`src/rtl/snake_dir_input.sv`:
```
// Snake game direction input: synchronises and debounces four buttons, turns
// presses into turn requests, filters them and applies one queued turn per game step.
module snake_dir_input #(
  parameter int         DEBOUNCE_CYCLES = 1000000,
  parameter int         QUEUE_DEPTH     = 2,
  parameter logic [3:0] INIT_DIR        = 4'b0010,
  parameter bit         ALLOW_REVERSE   = 1'b0
) (
  input  logic       clk,
  input  logic       rst,
  input  logic       l,
  input  logic       r,
  input  logic       u,
  input  logic       d,
  input  logic       step,
  output logic [3:0] direction,
  output logic [3:0] pressed,
  output logic       turn_pending,
  output logic       queue_full
);

  localparam int CW = $clog2(DEBOUNCE_CYCLES + 1);
  localparam int NW = 3;

  logic [3:0]    w_raw;
  logic [3:0]    r_s1;
  logic [3:0]    r_s2;
  logic [3:0]    r_pressed;
  logic [3:0]    r_pressed_d;
  logic [CW-1:0] r_cnt [4];

  logic [3:0]    r_q [QUEUE_DEPTH];
  logic [NW-1:0] r_count;
  logic [3:0]    r_dir;
  logic          r_turn_pending;
  logic          r_queue_full;

  logic [3:0]    w_rise;
  logic [3:0]    w_cand;
  logic [3:0]    w_ref;
  logic [3:0]    w_opp;
  logic          w_pop;
  logic          w_push;
  logic [NW-1:0] w_wr_idx;
  logic [NW-1:0] w_count_next;
  logic [3:0]    w_q_next [QUEUE_DEPTH];

  assign w_raw = {d, u, r, l};

  // The counter holds DEBOUNCE_CYCLES for one cycle before the flip, so the
  // level must differ for DEBOUNCE_CYCLES+1 synchronised samples in a row.
  always_ff @(posedge clk or posedge rst) begin
    if (rst) begin
      r_s1        <= '0;
      r_s2        <= '0;
      r_pressed   <= '0;
      r_pressed_d <= '0;
      for (int i = 0; i < 4; i++) r_cnt[i] <= '0;
    end else begin
      r_s1        <= w_raw;
      r_s2        <= r_s1;
      r_pressed_d <= r_pressed;
      for (int i = 0; i < 4; i++) begin
        if (r_s2[i] == r_pressed[i]) begin
          r_cnt[i] <= '0;
        end else if (r_cnt[i] == CW'(DEBOUNCE_CYCLES)) begin
          r_pressed[i] <= r_s2[i];
          r_cnt[i]     <= '0;
        end else begin
          r_cnt[i] <= r_cnt[i] + CW'(1);
        end
      end
    end
  end

  always_comb begin
    w_rise = r_pressed & ~r_pressed_d;
    w_cand = '0;
    if (w_rise[2])      w_cand = 4'b0100;
    else if (w_rise[3]) w_cand = 4'b1000;
    else if (w_rise[0]) w_cand = 4'b0001;
    else if (w_rise[1]) w_cand = 4'b0010;
  end

  // Reference is the newest queued turn, falling back to the live direction.
  always_comb begin
    w_ref = r_dir;
    for (int i = 0; i < QUEUE_DEPTH; i++) begin
      if (r_count == NW'(i + 1)) w_ref = r_q[i];
    end
    w_opp = {w_ref[2], w_ref[3], w_ref[0], w_ref[1]};
  end

  assign w_pop    = step && (r_count != '0);
  assign w_push   = (w_cand != '0) && (w_cand != w_ref) &&
                    (ALLOW_REVERSE || (w_cand != w_opp)) &&
                    ((r_count != NW'(QUEUE_DEPTH)) || w_pop);
  assign w_wr_idx = w_pop ? (r_count - NW'(1)) : r_count;
  assign w_count_next = r_count + NW'(w_push) - NW'(w_pop);

  always_comb begin
    for (int i = 0; i < QUEUE_DEPTH; i++) w_q_next[i] = r_q[i];
    if (w_pop) begin
      for (int i = 0; i < QUEUE_DEPTH - 1; i++) w_q_next[i] = r_q[i + 1];
    end
    if (w_push) begin
      for (int i = 0; i < QUEUE_DEPTH; i++) begin
        if (NW'(i) == w_wr_idx) w_q_next[i] = w_cand;
      end
    end
  end

  always_ff @(posedge clk or posedge rst) begin
    if (rst) begin
      r_dir          <= INIT_DIR;
      r_count        <= '0;
      r_turn_pending <= 1'b0;
      r_queue_full   <= 1'b0;
      for (int i = 0; i < QUEUE_DEPTH; i++) r_q[i] <= '0;
    end else begin
      for (int i = 0; i < QUEUE_DEPTH; i++) r_q[i] <= w_q_next[i];
      r_count        <= w_count_next;
      r_turn_pending <= (w_count_next != '0);
      r_queue_full   <= (w_count_next == NW'(QUEUE_DEPTH));
      if (w_pop) r_dir <= r_q[0];
    end
  end

  assign direction    = r_dir;
  assign pressed      = r_pressed;
  assign turn_pending = r_turn_pending;
  assign queue_full   = r_queue_full;

endmodule

```
`config.mk`:
```
export PLATFORM = sky130hd
export DESIGN_NAME = snake_dir_input
export DESIGN_NICKNAME = d
export VERILOG_FILES = /design/src/rtl/snake_dir_input.sv
export SDC_FILE = /design/constraint.sdc
export NUM_CORES = 1
export LEC_CHECK = 0
export BUFFER_PORTS_ARGS = -buffer_cell sky130_fd_sc_hd__buf_4
export CORE_ASPECT_RATIO = 0.7
export CORE_UTILIZATION = 45
export DETAILED_ROUTE_END_ITERATION = 16
export PLACE_DENSITY = 0.61
export RECOVER_POWER = 100
export SETUP_SLACK_MARGIN = 0.1
export SYNTH_ARGS = -nofsm -noshare
export SYNTH_HDL_FRONTEND = slang
export SYNTH_SLANG_ARGS = --single-unit
```
`constraint.sdc`:
```
create_clock -name clk -period 7.1 [get_ports clk]
set_clock_uncertainty 0.1 [all_clocks]
set_input_delay 0.355 -clock clk [delete_from_list [all_inputs] [get_ports clk]]
set_output_delay 0.355 -clock clk [all_outputs]
set_load 0.005 [all_outputs]
```
# Word-level counts from Yosys, hierarchy flattened
# Cells that the tools add are included.
[totals] ff_bits=113 latch_bits=0 ramBits=0 romBits=0 output_inout_bits=10 mem_count=0
[classes] addsub=7 mul=0 n_div=0 magnitude_cmp=0 eq_ne=15 shifts=0 n_mux=19 n_bitwise=6 reduce_logical=14
[ops] operator="20-bit 2-to-1 mux" count=8
[ops] operator="20-bit by 1-bit adder with 20-bit output, second input constant" count=4
[ops] operator="20-bit equality test, second input constant" count=4
[ops] operator="4-bit 2-to-1 mux" count=7
[ops] operator="2-bit AND reduction" count=5
[ops] operator="8-bit 2-to-1 mux" count=1
[ops] operator="4-bit inequality test" count=2
[ops] operator="3-bit by 2-bit equality test with 1-bit output, second input constant" count=2
[ops] operator="3-bit nonzero test" count=2
[ops] operator="4-bit AND" count=1
[ops] operator="1-bit equality test" count=4
[ops] operator="1-bit logical AND" count=4
[ops] operator="2-bit 2-to-1 mux" count=2
[ops] operator="1-bit inverter" count=4
[ops] operator="4-bit inverter" count=1
[ops] operator="4-bit nonzero test" count=1
[ops] operator="3-bit by 1-bit adder with 3-bit output" count=1
[ops] operator="1-bit by 3-bit equality test with 1-bit output, first input constant" count=1
[ops] operator="3-bit by 1-bit equality test with 1-bit output, second input constant" count=1
[ops] operator="3-bit logical NOT" count=1
[ops] operator="3-bit 2-to-1 mux" count=1
[ops] operator="3-bit by 2-bit inequality test with 1-bit output, second input constant" count=1
[ops] operator="3-bit by 1-bit subtractor with 3-bit output" count=1
[ops] operator="3-bit by 1-bit subtractor with 3-bit output, second input constant" count=1
[ops] operator="1-bit logical OR" count=1

# Longest topological paths before layout
[logic_depth] ltp_word=13 mapped_depth=15 mapped_depth_nobuf=15

# Least setup slack after synthesis
# No wires, ideal clock.
[synth_timing] path_type="register to register" start="register r_count[0]" end="register r_turn_pending (netlist: turn_pending)" setup_ps=131 arrival_time_ps=3503 required_time_ps=6869 setup_slack_ps=3366 stages_incl_launch_ff=16 n_path_buf=0 synth_period_minus_slack_ps=3734 cell_sequence="dfrtp_1 > inv_1 > ha_1 > or4b_1 > o221ai_1 > o21ai_1 > a2111oi_4 > o22ai_1 > ha_1 > inv_1 > ha_1 > inv_1 > fa_1 > xnor2_1 > xnor2_1 > or3_1"
[synth_between] elab_chain_len=10 elab_cells_between_ends=16 classes_between="add/sub: 2; eq/ne: 5; mux: 2; reduce/logical: 7"
[synth_lines] item="start: declaration" line_no="33" text="logic [NW-1:0] r_count;"
[synth_lines] item="start signal: assignment" line_no="122" text="r_count <= w_count_next;"
[synth_lines] item="3-bit by 1-bit equality test with 1-bit output" line_no="89" text="if (r_count == NW'(i + 1)) w_ref = r_q[i];"
[synth_lines] item="4-bit 2-to-1 mux (2 in series)" line_no="89"
[synth_lines] item="4-bit inequality test" line_no="95" text="assign w_push = (w_cand != '0) && (w_cand != w_ref) &&"
[synth_lines] item="1-bit logical AND (2 in series)" line_no="95"
[synth_lines] item="1-bit logical AND" line_no="96" text="(ALLOW_REVERSE || (w_cand != w_opp)) &&"
[synth_lines] item="3-bit by 1-bit adder with 3-bit output" line_no="99" text="assign w_count_next = r_count + NW'(w_push) - NW'(w_pop);"
[synth_lines] item="3-bit by 1-bit subtractor with 3-bit output *" line_no="99"
[synth_lines] item="net w_count_next[2]" line_no="45" text="logic [NW-1:0] w_count_next;"
[synth_lines] item="3-bit nonzero test *" line_no="123" text="r_turn_pending <= (w_count_next != '0);"
[synth_lines] item="end signal: assignment" line_no="123"
[synth_lines] item="end: declaration" line_no="35" text="logic r_turn_pending;"
# Mark *: on every way through the listed nets, which the timed path passes. The rest lies on a longest branch.
# A chain may end at the register's enable or synchronous reset.

# Final worst setup path
# Ends and elaborated chain as after synthesis.

==> results.py <==
metrics = {
    "floorplan": {
        "die_h_um": 95.5,
        "dieArea_um2": 13000,
        "ios": 17,
        "start_util_pct": 47.1,
        "die_w_um": 136,
        "core_area_um2": 11900,
        "row_count": 33,
    },
    "worst_setup_path": {
        "crit_family": "compound AO/OA/AOI/OAI gates",
        "crit_type": "flop to flop",
        "cp_cell_sequence": "inv_1 > ha_1 > or4b_1 > o221ai_1 > o21ai_0 > a2111oi_0 > o22ai_1 > ha_1 > inv_1 > ha_1 > inv_1 > fa_1 > xnor2_1 > xnor2_1 > or3_1",
        "cp_slowest_cell": "a2111oi_0",
        "critPathRequiredTime_ns": 7.29,
        "timing.rr.end": "turn_pending",
        "critPathMaxStageDelay_ns": 0.85,
        "r2r.worst_path.cells": 15,
        "end_kind": "flop",
        "critPathArrivalTime_ns": 4.69,
        "r2r_setup_slack_ns": 2.60,
        "path_buf_inv": 3,
        "worst_r2r_startpoint": "r_count[0]",
        "startpoint_type": "flop",
        "crit_fanout": 7,
        "path_depth": 15,
    },
    "drt": {
        "met3_length_um": 432,
        "topRoutingLayerUsed": "met4",
        "num_vias": 3929,
        "wire_per_inst_um": 14.0,
        "drtAntennaViolNets": 0,
        "remaining_drc_errors": 0,
        "dr_wl_met2_um": 4420,
        "wl_um": 10400,
        "wl_met1_um": 5410,
        "dr.first_iter.drc_count": 239,
        "dr.pass1.iters": 5,
        "viasPerCell": 5.27,
    },
    "timing": {
        "fin_crit_sh_pct": 63.4,
        "hold_slack_ns": 0.245,
        "setup_viol": 0,
        "hold_viol": 0,
        "fmax_ghz": 0.222,
        "finalSetupTns_ns": 0,
        "fin_crit_ns": 4.50,
        "tightest_slew_ns": 2.47,
        "relSlewSlack_pct": -65.8,
        "rsz0062_at_grt": "no",
        "finalMaxSlewViolations": 58,
    },
    "global_routing": {
        "grt_usage_pct": 19.1,
        "antenna_found_initial": 0,
        "grt_max_degree": 58,
        "overflow": 0,
        "grt_pass1_wl_um": 18800,
        "grt_pass1_vias": 3926,
    },
    "cts": {
        "clk_path_buf_depth": 2,
        "cts_buffers": 17,
        "post_cts_resized": 0,
        "h-tree-depth": 4,
        "clk_pin_slew_ns": 0.05,
        "clock-root-buffer": "clkbuf_16",
        "cts_sinks": 113,
        "tritoncts": "done",
        "insertion_delay_ns": 0.41,
    },
    "yosys": {
        "synth_warnings": 0,
        "syn_area_um2": 5620,
        "avgSynthCellArea_um2": 10.2,
        "synth_flop_cell": "dfrtp_1",
        "synth_cells": 549,
        "yosysSeqAreaShare_pct": 50.3,
        "yosysUniqueCellTypes": 49,
        "synth_async_sr_flop_share_pct": 100,
        "synth_fp_nets": 571,
        "synth_edf_count": 0,
        "ys_ff_latch": 113,
    },
    "power": {
        "ir_drop_mv": 0.217,
        "p_leak_nw": 2.88,
        "finalPower_w": 0.00159,
        "powerDensity_nw_per_um2": 243,
    },
    "worst_hold_path": {
        "hold_path.class": "flop to flop",
        "hold_depth": 0,
        "min_from": "r_s1[3]",
        "min_to": "r_s2[3]",
    },
    "placed_design": {
        "hpwl_um": 6880,
        "place.gp.congestion": 0.764,
        "portBuffers": 16,
        "dpl_cell_area_um2": 5890,
    },
    "final_layout": {
        "area_growth_pct": 16.0,
        "layout-drive-gt1-share_pct": 11.1,
        "stdcell_area_um2": 6530,
        "finish.net_count": 598,
        "diodes": 0,
        "fillCellCount": 1048,
    },
    "run_status": {
        "status": "complete, but fails checks",
        "violations": "max-capacitance violations, max-slew violations",
    },
    "flow_run": {
        "drv_cap": 1,
    },
}
[per-layer routing]
metal,GRT usage (%),vias up
met1,26.3,1909
li1,-,1938
met3,6.06,17
met5,0,-
met4,7.96,0
met2,27.6,65
[power breakdown]
group	leakage (nW)	internal, W	switching [W]
Combinational	1.05	0.0000127	0.0000277
Clock	0.304	0.000594	0.000288
Sequential	1.53	0.000653	0.00000927
Total	2.88	0.00126	0.000325
[worst reg2reg max path: cells and delay by family (launching register included)]
family	cells	cell delay (ns)
XOR/XNOR	2	0.29
buffers and inverters	3	0.24
AND/OR/NAND/NOR	2	0.83
flip-flops	1	0.43
AO/OA/AOI/OAI	4	1.38
adder cells (fa/ha/maj)	4	1.11
[registers in the layout, indices dropped and copies added (netlist names), 3 cells and up]
name / flops
r_cnt: 80
r_q: 8
direction: 4
pressed: 4
r_pressed_d: 4
r_s1: 4
r_s2: 4
r_count: 3
[cell usage after synthesis, types with 10 or more instances]
master | instances | area share (%)
nor3_1 | 12 | 1.1
clkbuf_1 | 12 | 0.80
dfrtp_1 | 112 | 50
xnor2_1 | 37 | 5.8
nand4_1 | 17 | 1.9
nor2_1 | 103 | 6.9
xor2_1 | 39 | 6.1
mux2i_1 | 11 | 2.0
nand2_1 | 21 | 1.4
inv_1 | 26 | 1.7
ha_1 | 14 | 3.1
nor4b_1 | 10 | 1.6
nand3_1 | 40 | 3.6
[cell families (layout without fill, tap and decap cells)]
group	after synthesis	in the layout	share of synthesized area (%)
flip-flops	113	113	50.3
AND/OR/NAND/NOR	255	255	23.1
buffers and inverters	40	79	2.83
AO/OA/AOI/OAI	31	31	4.94
adder cells (fa/ha/maj)	15	15	3.47
multiplexers	19	19	3.56
XOR/XNOR	76	76	11.8
[repair_timing]
item                      in CTS  in global routing
setup buffers                  0                  0
hold endpoints to repair      15                  0
hold buffers                   5                  0
[final cells by class]
type	instances	area [um^2]	share of cell area [%]
clock buffer	22	494	7.57
clock inverter	9	129	1.98
inverter	26	98.8	1.51
multi-input combinational	396	2600	39.9
sequential	113	2830	43.4
tap	157	196	3.01
timing repair buffer	22	174	2.67
[layout by cell type (no fill, tap or decap), drive strengths merged, types with 5 or more instances in the layout]
cell type    instances
or3                  6
and4                 7
nor2b                7
xor2                39
a21oi                9
inv                 25
nand2b               5
and3                 9
xnor2               37
nand4               17
dlygate4sd3          5
nand2               21
nor2               103
nand3               40
o221ai               5
mux2                 8
dfrtp              112
mux2i               11
or2                  5
nor3                12
ha                  14
nor4b               10
clkbuf              36
o21ai                5
[metrics by stage]
step	setup WS, ns	cells	utilization [%]
finish	2.60	745	54.7
global route	2.29	745	54.7
CTS	3.04	745	55.0
floorplan	3.37	549	-
global placement	3.17	709	49.3
detailed placement	3.03	709	49.3
[worst max path at each step]
stage	start	end	slack, ns
floorplan	r_count[0]	turn_pending	3.37
global placement	r_count[0]	turn_pending	3.17
detailed placement	r_count[0]	turn_pending	3.03
CTS	r_count[0]	turn_pending	3.04
global route	r_count[0]	turn_pending	2.29
finish	r_count[0]	turn_pending	2.60
Note: power is estimated with default switching activity, not from simulation.
